===== config.mk =====
export PLATFORM = sky130hd
export DESIGN_NAME = masked_round_state_reg
export DESIGN_NICKNAME = d
export VERILOG_FILES = /design/src/rtl/masked_round_state_reg.sv
export SDC_FILE = /design/constraint.sdc
export NUM_CORES = 1
export LEC_CHECK = 0
export ABC_AREA = 1
export BUFFER_PORTS_ARGS = -buffer_cell sky130_fd_sc_hd__buf_2
export CORE_AREA = 2 2 231 233
export DETAILED_ROUTE_END_ITERATION = 16
export DIE_AREA = 0 0 233 235
export PLACE_DENSITY = 0.49
export SLEW_MARGIN = 20
export SYNTH_ARGS = -nofsm -noshare
export SYNTH_HDL_FRONTEND = slang
export SYNTH_SLANG_ARGS = --single-unit

===== constraint.sdc =====
create_clock -name clk -period 6 [get_ports clk]
set_input_delay 0.6 -clock clk [delete_from_list [all_inputs] [get_ports clk]]
set_output_delay 0.6 -clock clk [all_outputs]
set_load 0.005 [all_outputs]

===== src/rtl/masked_round_state_reg.sv =====
// masked_round_state_reg
//   Share-aware round-state register with round sequencing for a masked
//   (threshold-implementation) Midori64 datapath. Selects between the initial
//   plaintext shares and the round-function output shares, holds the state
//   while a STAGES-deep round function settles, counts ROUNDS rounds and
//   pulses done once the final round has been captured.
//
// Ports
//   clk        rising-edge clock
//   rst        asynchronous active-high reset
//   start      begin an encryption (sampled in IDLE only)
//   abort      synchronous flush to IDLE, clears all shares
//   load_in    initial state shares   (WIDTH*SHARES)
//   round_in   round-function shares  (WIDTH*SHARES)
//   state_out  registered state shares feeding the round function
//   round_idx  index of the round currently being computed
//   last_round high in RUN while round_idx == ROUNDS-1
//   busy       high in RUN
//   done       one-cycle pulse, state_out holds the result meanwhile
module masked_round_state_reg #(
    parameter int WIDTH  = 64,
    parameter int SHARES = 3,
    parameter int ROUNDS = 16,
    parameter int STAGES = 1,
    localparam int RW    = (ROUNDS > 1) ? $clog2(ROUNDS) : 1
) (
    input  logic                      clk,
    input  logic                      rst,
    input  logic                      start,
    input  logic                      abort,
    input  logic [WIDTH*SHARES-1:0]   load_in,
    input  logic [WIDTH*SHARES-1:0]   round_in,
    output logic [WIDTH*SHARES-1:0]   state_out,
    output logic [RW-1:0]             round_idx,
    output logic                      last_round,
    output logic                      busy,
    output logic                      done
);

    localparam int SW = (STAGES > 1) ? $clog2(STAGES) : 1;
    localparam logic [SW-1:0] STG_LAST = SW'(STAGES - 1);
    localparam logic [RW-1:0] IDX_LAST = RW'(ROUNDS - 1);

    localparam logic [1:0] S_IDLE = 2'd0;
    localparam logic [1:0] S_RUN  = 2'd1;
    localparam logic [1:0] S_DONE = 2'd2;

    logic [1:0]              r_state;
    logic [SW-1:0]           r_stg;
    logic [RW-1:0]           r_idx;
    logic [WIDTH*SHARES-1:0] r_state_out;

    logic                    w_load;
    logic                    w_capture;
    logic [WIDTH*SHARES-1:0] w_state_next;

    assign w_load    = (r_state == S_IDLE) && start;
    assign w_capture = (r_state == S_RUN) && (r_stg == STG_LAST);

    // Each share slice gets its own mux driven by the common select, so no
    // logic ever sees bits of two different shares together.
    for (genvar gi = 0; gi < SHARES; gi++) begin : g_share
        assign w_state_next[gi*WIDTH +: WIDTH] =
            abort     ? '0 :
            w_load    ? load_in[gi*WIDTH +: WIDTH] :
            w_capture ? round_in[gi*WIDTH +: WIDTH] :
                        r_state_out[gi*WIDTH +: WIDTH];
    end

    always_ff @(posedge clk or posedge rst) begin
        if (rst) begin
            r_state_out <= '0;
        end else begin
            r_state_out <= w_state_next;
        end
    end

    always_ff @(posedge clk or posedge rst) begin
        if (rst) begin
            r_state <= S_IDLE;
            r_stg   <= '0;
            r_idx   <= '0;
        end else if (abort) begin
            r_state <= S_IDLE;
            r_stg   <= '0;
            r_idx   <= '0;
        end else begin
            case (r_state)
                S_IDLE: begin
                    if (start) begin
                        r_state <= S_RUN;
                        r_stg   <= '0;
                        r_idx   <= '0;
                    end
                end
                S_RUN: begin
                    if (r_stg != STG_LAST) begin
                        r_stg <= r_stg + SW'(1);
                    end else begin
                        r_stg <= '0;
                        if (r_idx != IDX_LAST) begin
                            r_idx <= r_idx + RW'(1);
                        end else begin
                            r_idx   <= '0;
                            r_state <= S_DONE;
                        end
                    end
                end
                S_DONE: begin
                    r_state <= S_IDLE;
                end
                default: begin
                    r_state <= S_IDLE;
                    r_stg   <= '0;
                    r_idx   <= '0;
                end
            endcase
        end
    end

    assign state_out  = r_state_out;
    assign round_idx  = r_idx;
    assign busy       = (r_state == S_RUN);
    assign done       = (r_state == S_DONE);
    assign last_round = busy && (r_idx == IDX_LAST);

endmodule


== Yosys cells after proc, flatten, opt, wreduce, memory -nomap -nowiden ==
Cells that the tools add are included.

* Logic and storage cells: 46
* Bits in writable memories: 0
* Bits of input ports: 388
* Bits in latches: 0
* Register bits after elaboration: 199
* Memory bits (read-only): 0
* Memories kept: 0
* Output and inout port bits: 199

* Divide/modulo/power cells: 0
* Bitwise gates (word level): 1
* Add/subtract/negate cells: 2
* Muxes and demuxes: 23
* Magnitude comparators: 0
* Equal/unequal tests: 8
* Reductions and logical operators: 8
* Multipliers: 0
* Shifts and indexed selects: 0

{| class="wikitable"
|+ Operators by type and width
! cell !! number
|-
| $mux W64 || 9
|-
| $mux W4 || 4
|-
| $pmux W4 S3 || 1
|-
| $ne A3 B3 Y1 const B || 3
|-
| $mux W2 || 4
|-
| $reduce_and A3 Y1 || 2
|-
| $add A4 B1 Y4 const B || 1
|-
| $eq A4 B4 Y1 const B || 1
|-
| $ne A4 B4 Y1 const B || 1
|-
| $pmux W2 S2 || 1
|-
| $logic_and A1 B1 Y1 || 3
|-
| $mux W1 || 3
|-
| $pmux W1 S3 || 1
|-
| $reduce_bool A3 Y1 || 1
|-
| $eq A2 B1 Y1 const B || 1
|-
| $eq A2 B2 Y1 const B || 1
|-
| $logic_not A2 Y1 || 1
|-
| $ne A2 B2 Y1 const B || 1
|-
| $reduce_and A2 Y1 || 1
|-
| $add A1 B1 Y1 const B || 1
|-
| $not A1 Y1 || 1
|}

== Logic depth before layout (Yosys ltp) ==
* Depth after elaboration: 5
* Depth in mapped cells: 8
* Gate-level depth less buffers: 6

== Worst setup path before layout ==
No wires, ideal clock.

* Kind: input to register
* Start: input start
* End: register r_state_out[28] (netlist: state_out[28])
* Data arrival time: 1.565 ns
* Slack: 4.369 ns
* Data required time: 5.934 ns
* Cell stages on the path: 6
* Buffers on the path: 3
* Library setup time: 0.066 ns
* Path through: buf_2 -> nand2_2 -> clkbuf_1 -> buf_1 -> nand3_1 -> nand2_1

* Cells in the longest elaborated chain, start to end: 3
* Elaborated cells between the ends (all ways): 4
* Classes of those cells: 2 x mux; 2 x reduce/logical

{| class="wikitable"
|+ RTL lines
! what !! RTL line !! source
|-
| from (decl) || 29 || <nowiki>input logic start,</nowiki>
|-
| $logic_and A1 B1 Y1 (*) || 57 || <nowiki>assign w_load = (r_state == S_IDLE) && start;</nowiki>
|-
| $mux W64 || 65 || <nowiki>w_load ? load_in[gi*WIDTH +: WIDTH] :</nowiki>
|-
| $mux W64 || 64 || <nowiki>abort ? '0 :</nowiki>
|-
| to (signal assigned) || 74 || <nowiki>r_state_out <= w_state_next;</nowiki>
|-
| to (decl) || 51 || <nowiki>logic [WIDTH*SHARES-1:0] r_state_out;</nowiki>
|}

Mark *: on every way between the ends. The rest lies on a longest branch, timed or not.
A chain may end at the register's enable or synchronous reset.

== Worst setup path in the final report ==
* Start: register r_state[0]
* End: register r_state_out[111] (netlist: state_out[111])

* Cells in the longest elaborated chain, start to end: 4
* Elaborated cells between the ends (all ways): 7
* Classes of those cells: 1 x eq/ne; 2 x mux; 4 x reduce/logical

{| class="wikitable"
|+ RTL lines
! what !! RTL line !! source
|-
| from (decl) || 48 || <nowiki>logic [1:0] r_state;</nowiki>
|-
| from (signal assigned) || 80 || <nowiki>r_state <= S_IDLE;</nowiki>
|-
| from (signal assigned) || 84 || <nowiki>r_state <= S_IDLE;</nowiki>
|-
| from (signal assigned) || 91 || <nowiki>r_state <= S_RUN;</nowiki>
|-
| $logic_not A2 Y1 || 57 ||
|-
| $logic_and A1 B1 Y1 || 57 ||
|-
| $mux W64 || 65 ||
|-
| $mux W64 || 64 ||
|}

Parallel ways exist; a longest one is shown, timed or not.

==> metrics.csv <==
stage;metric;value;unit
setup_path;slowest_stage;buf_4;
clock_tree;cts_max_level;4;
drt;dr_total_vias;11900;
global_route;grtUsageTotal;14.9;%
global_route;grt_max_degree;193;
final_layout;multi_input_area;5000;µm²
synthesis;ys_types;17;
synthesis;synth_top_cells_by_count;nand2_1 (782), nand3_1 (388), dfrtp_1 (198), clkbuf_1 (62), buf_2 (37);
timing;skew;0.00868;ns
synthesis;yosysMostFrequentCell;nand2_1;
clock_tree;cts_setup_buffers;0;
global_route;grt_pass1_vias;11200;
synthesis;synth_top_area_cell;dfrtp_1;
timing;fmax;309;MHz
drt;via_per_inst;4.41;
global_route;grt_pass1_wl;63400;µm
clock_tree;cts-root-buf;clkbuf_16;
die;die_y;235;µm
timing;rsz0062_at_grt;false;
placement;gp_congestion;0.842;
final_layout;n_antenna_cell;0;
timing;relSlewSlack;37.3;%
global_route;gr-total-overflow;0;
timing;worst_pin_slew;0.941;ns
timing;setup-violations-final;0;
synthesis;synth_area;10500;µm²
die;die-width;233;µm
hold_path;hp-class;input port to asynchronous set/reset pin;
timing;final_hold_viol_count;0;
drt;drt_iter0_markers;625;
pwr;peakVddDrop;0.202;mV
synthesis;synth_top_area_share;47.3;%
final_layout;n_fill_cell;5772;
clock_tree;cts_tree;yes;
setup_path;reg2reg_from;r_state[0]$_DFFE_PP0P_;
pwr;p_leak;8.90;nW
pwr;powerDensity;355;nW/µm²
clock_tree;cts_hold_buf;0;
run_status;status;finished, final reports clean;
synthesis;ys_top_cells_by_area;dfrtp_1 (47%), nand2_1 (28%), nand3_1 (19%), clkbuf_1 (2.2%), buf_2 (1.8%);
setup_path;path_cells;nor2_4 > buf_4 > buf_4 > buf_4 > nand3_1 > nand2_1 > nand2_1 > nand2_1;
timing;hold_slack;0.184;ns
setup_path;rrSetupSlack;2.76;ns
final_layout;seq_area;4950;µm²
die;initial_utilization;20.0;%
final_layout;layout-drive-gt1-share;31.5;%
synthesis;syn_inst;1517;
global_route;antenna_found_initial;2;
clock_tree;cts_buffer_depth;2;
drt;antenna_left;0;
timing;final_max_slew_viol_count;0;
final_layout;fin_nets;2396;
setup_path;critPathTopFamily;buffers and inverters;
setup_path;critPathRequiredTime;6.42;ns
synthesis;synth-seq-area-share;47.3;%
placement;dp_hpwl;29600;µm
timing;fin_setup_tns;0;ns
synthesis;async_flop_share;100;%
synthesis;syn_avg_cell_area;6.90;µm²
drt;drc;0;
synthesis;synth.net_count;1906;
clock_tree;cts_resized;0;
timing;period_share;54.0;%
flow_run;max_cap_violations;0;
die;core_area;52200;µm²
clock_tree;clk_pin_slew;0.07;ns
setup_path;cp_slowest_stage_delay;0.73;ns
setup_path;cp_data_arrival_time;3.66;ns
die;io_pins;587;
drt;wl_per_cell;15.5;µm
final_layout;syn2layout_area_growth;38.7;%
setup_path;crit_path_max_fanout;76;
setup_path;startpoint_type;flop;
timing;period_needed;3.24;ns
setup_path;critPathBufInv;3;
synthesis;synth-edff-count;0;
die;rows;84;
drt;first_pass_iters;5;
placement;io_buffer_count;586;
clock_tree;clock_latency;0.48;ns
clock_tree;numCtsBuffers;17;
synthesis;synth_flop_cell;dfrtp_1;
setup_path;reg2reg_depth;8;
synthesis;synth_warnings;0;
setup_path;path_class;flop to flop;
die;die_area;54800;µm²
synthesis;ys_ff_latch;198;
clock_tree;cts_sinks;198;
setup_path;cp-end-kind;flop;
drt;wirelength;42000;µm
setup_path;r2r-end;state_out[111]$_DFFE_PP0P_;
[report_power, final]
part / internal [mW] / leakage [nW] / switching [mW] / total [mW]
logic: 0.675 / 5.96 / 1.37 / 2.05
clock network: 0.692 / 0.298 / 0.555 / 1.25
registers: 1.67 / 2.65 / 0.193 / 1.87
[metal layers]
metal / track usage (%) / routed length, µm / vias up
li1: - / - / 5829
met3: 4.10 / 3520 / 47
met1: 18.8 / 17700 / 5551
met2: 24.0 / 19700 / 514
met4: 5.69 / 990 / 2
met5: 0 / 13 / -
[cell usage in the layout, fill, tap and decap left out, types with 2 or more instances in the layout]
| master | count |
|---|---|
| nor2_4 | 2 |
| clkbuf_16 | 17 |
| inv_6 | 4 |
| nand3_1 | 388 |
| o21ai_1 | 3 |
| dfrtp_1 | 198 |
| inv_2 | 2 |
| clkbuf_1 | 2 |
| buf_12 | 3 |
| bufinv_16 | 3 |
| buf_4 | 9 |
| nand2_1 | 782 |
| nor2_1 | 4 |
| inv_1 | 3 |
| clkbuf_8 | 3 |
| buf_2 | 585 |
[cell families after synthesis]
logic type,after synthesis,synth area share [%]
buffers and inverters,133,5.21
AOI/OAI and AO/OA,5,0.299
adders and majority gates,1,0.119
and+or+nand+nor,1180,47.1
DFF,198,47.3
[worst max-delay path by stage]
stage,startpoint,to,slack (ns),depth (start not counted)
CTS,r_state[0]$_DFFE_PP0P_,state_out[82]$_DFFE_PP0P_,2.84,8
global route,r_state[0]$_DFFE_PP0P_,state_out[82]$_DFFE_PP0P_,2.54,8
global placement,r_state[0]$_DFFE_PP0P_,state_out[33]$_DFFE_PP0P_,2.90,8
floorplan,rst,r_state[0]$_DFFE_PP0P_,0.003,1
finish,r_state[0]$_DFFE_PP0P_,state_out[111]$_DFFE_PP0P_,2.76,8
detailed placement,r_state[0]$_DFFE_PP0P_,state_out[111]$_DFFE_PP0P_,2.85,8
[registers in the layout, indices dropped and copies added, names as in the netlist]
name / count
state_out: 192
round_idx: 4
r_state: 2
[metrics by stage]
| step | instance area (µm²) | util [%] | instances | power (mW) | setup WS (ns) |
|---|---|---|---|---|---|
| after global placement | 13900 | 26.6 | 2676 | 3.95 | 2.90 |
| after CTS | 14500 | 27.8 | 2707 | 5.26 | 2.84 |
| after global routing | 14500 | 27.8 | 2707 | 5.55 | 2.54 |
| after floorplan | 10500 | - | 1517 | 3.03 | 0.00269 |
| final | 14500 | 27.8 | 2707 | 5.16 | 2.76 |
| after detailed placement | 13900 | 26.6 | 2676 | 3.96 | 2.85 |
[final cells by class]
class                           count  area share, %
Clock inverter                      9          0.947
Tap cell                          688           5.92
Timing Repair Buffer              598           21.1
Multi-Input combinational cell   1186           34.4
Sequential cell                   198           34.1
Clock buffer                       22           3.26
Inverter                            6          0.207
Note: power is estimated with default switching activity, not from simulation.
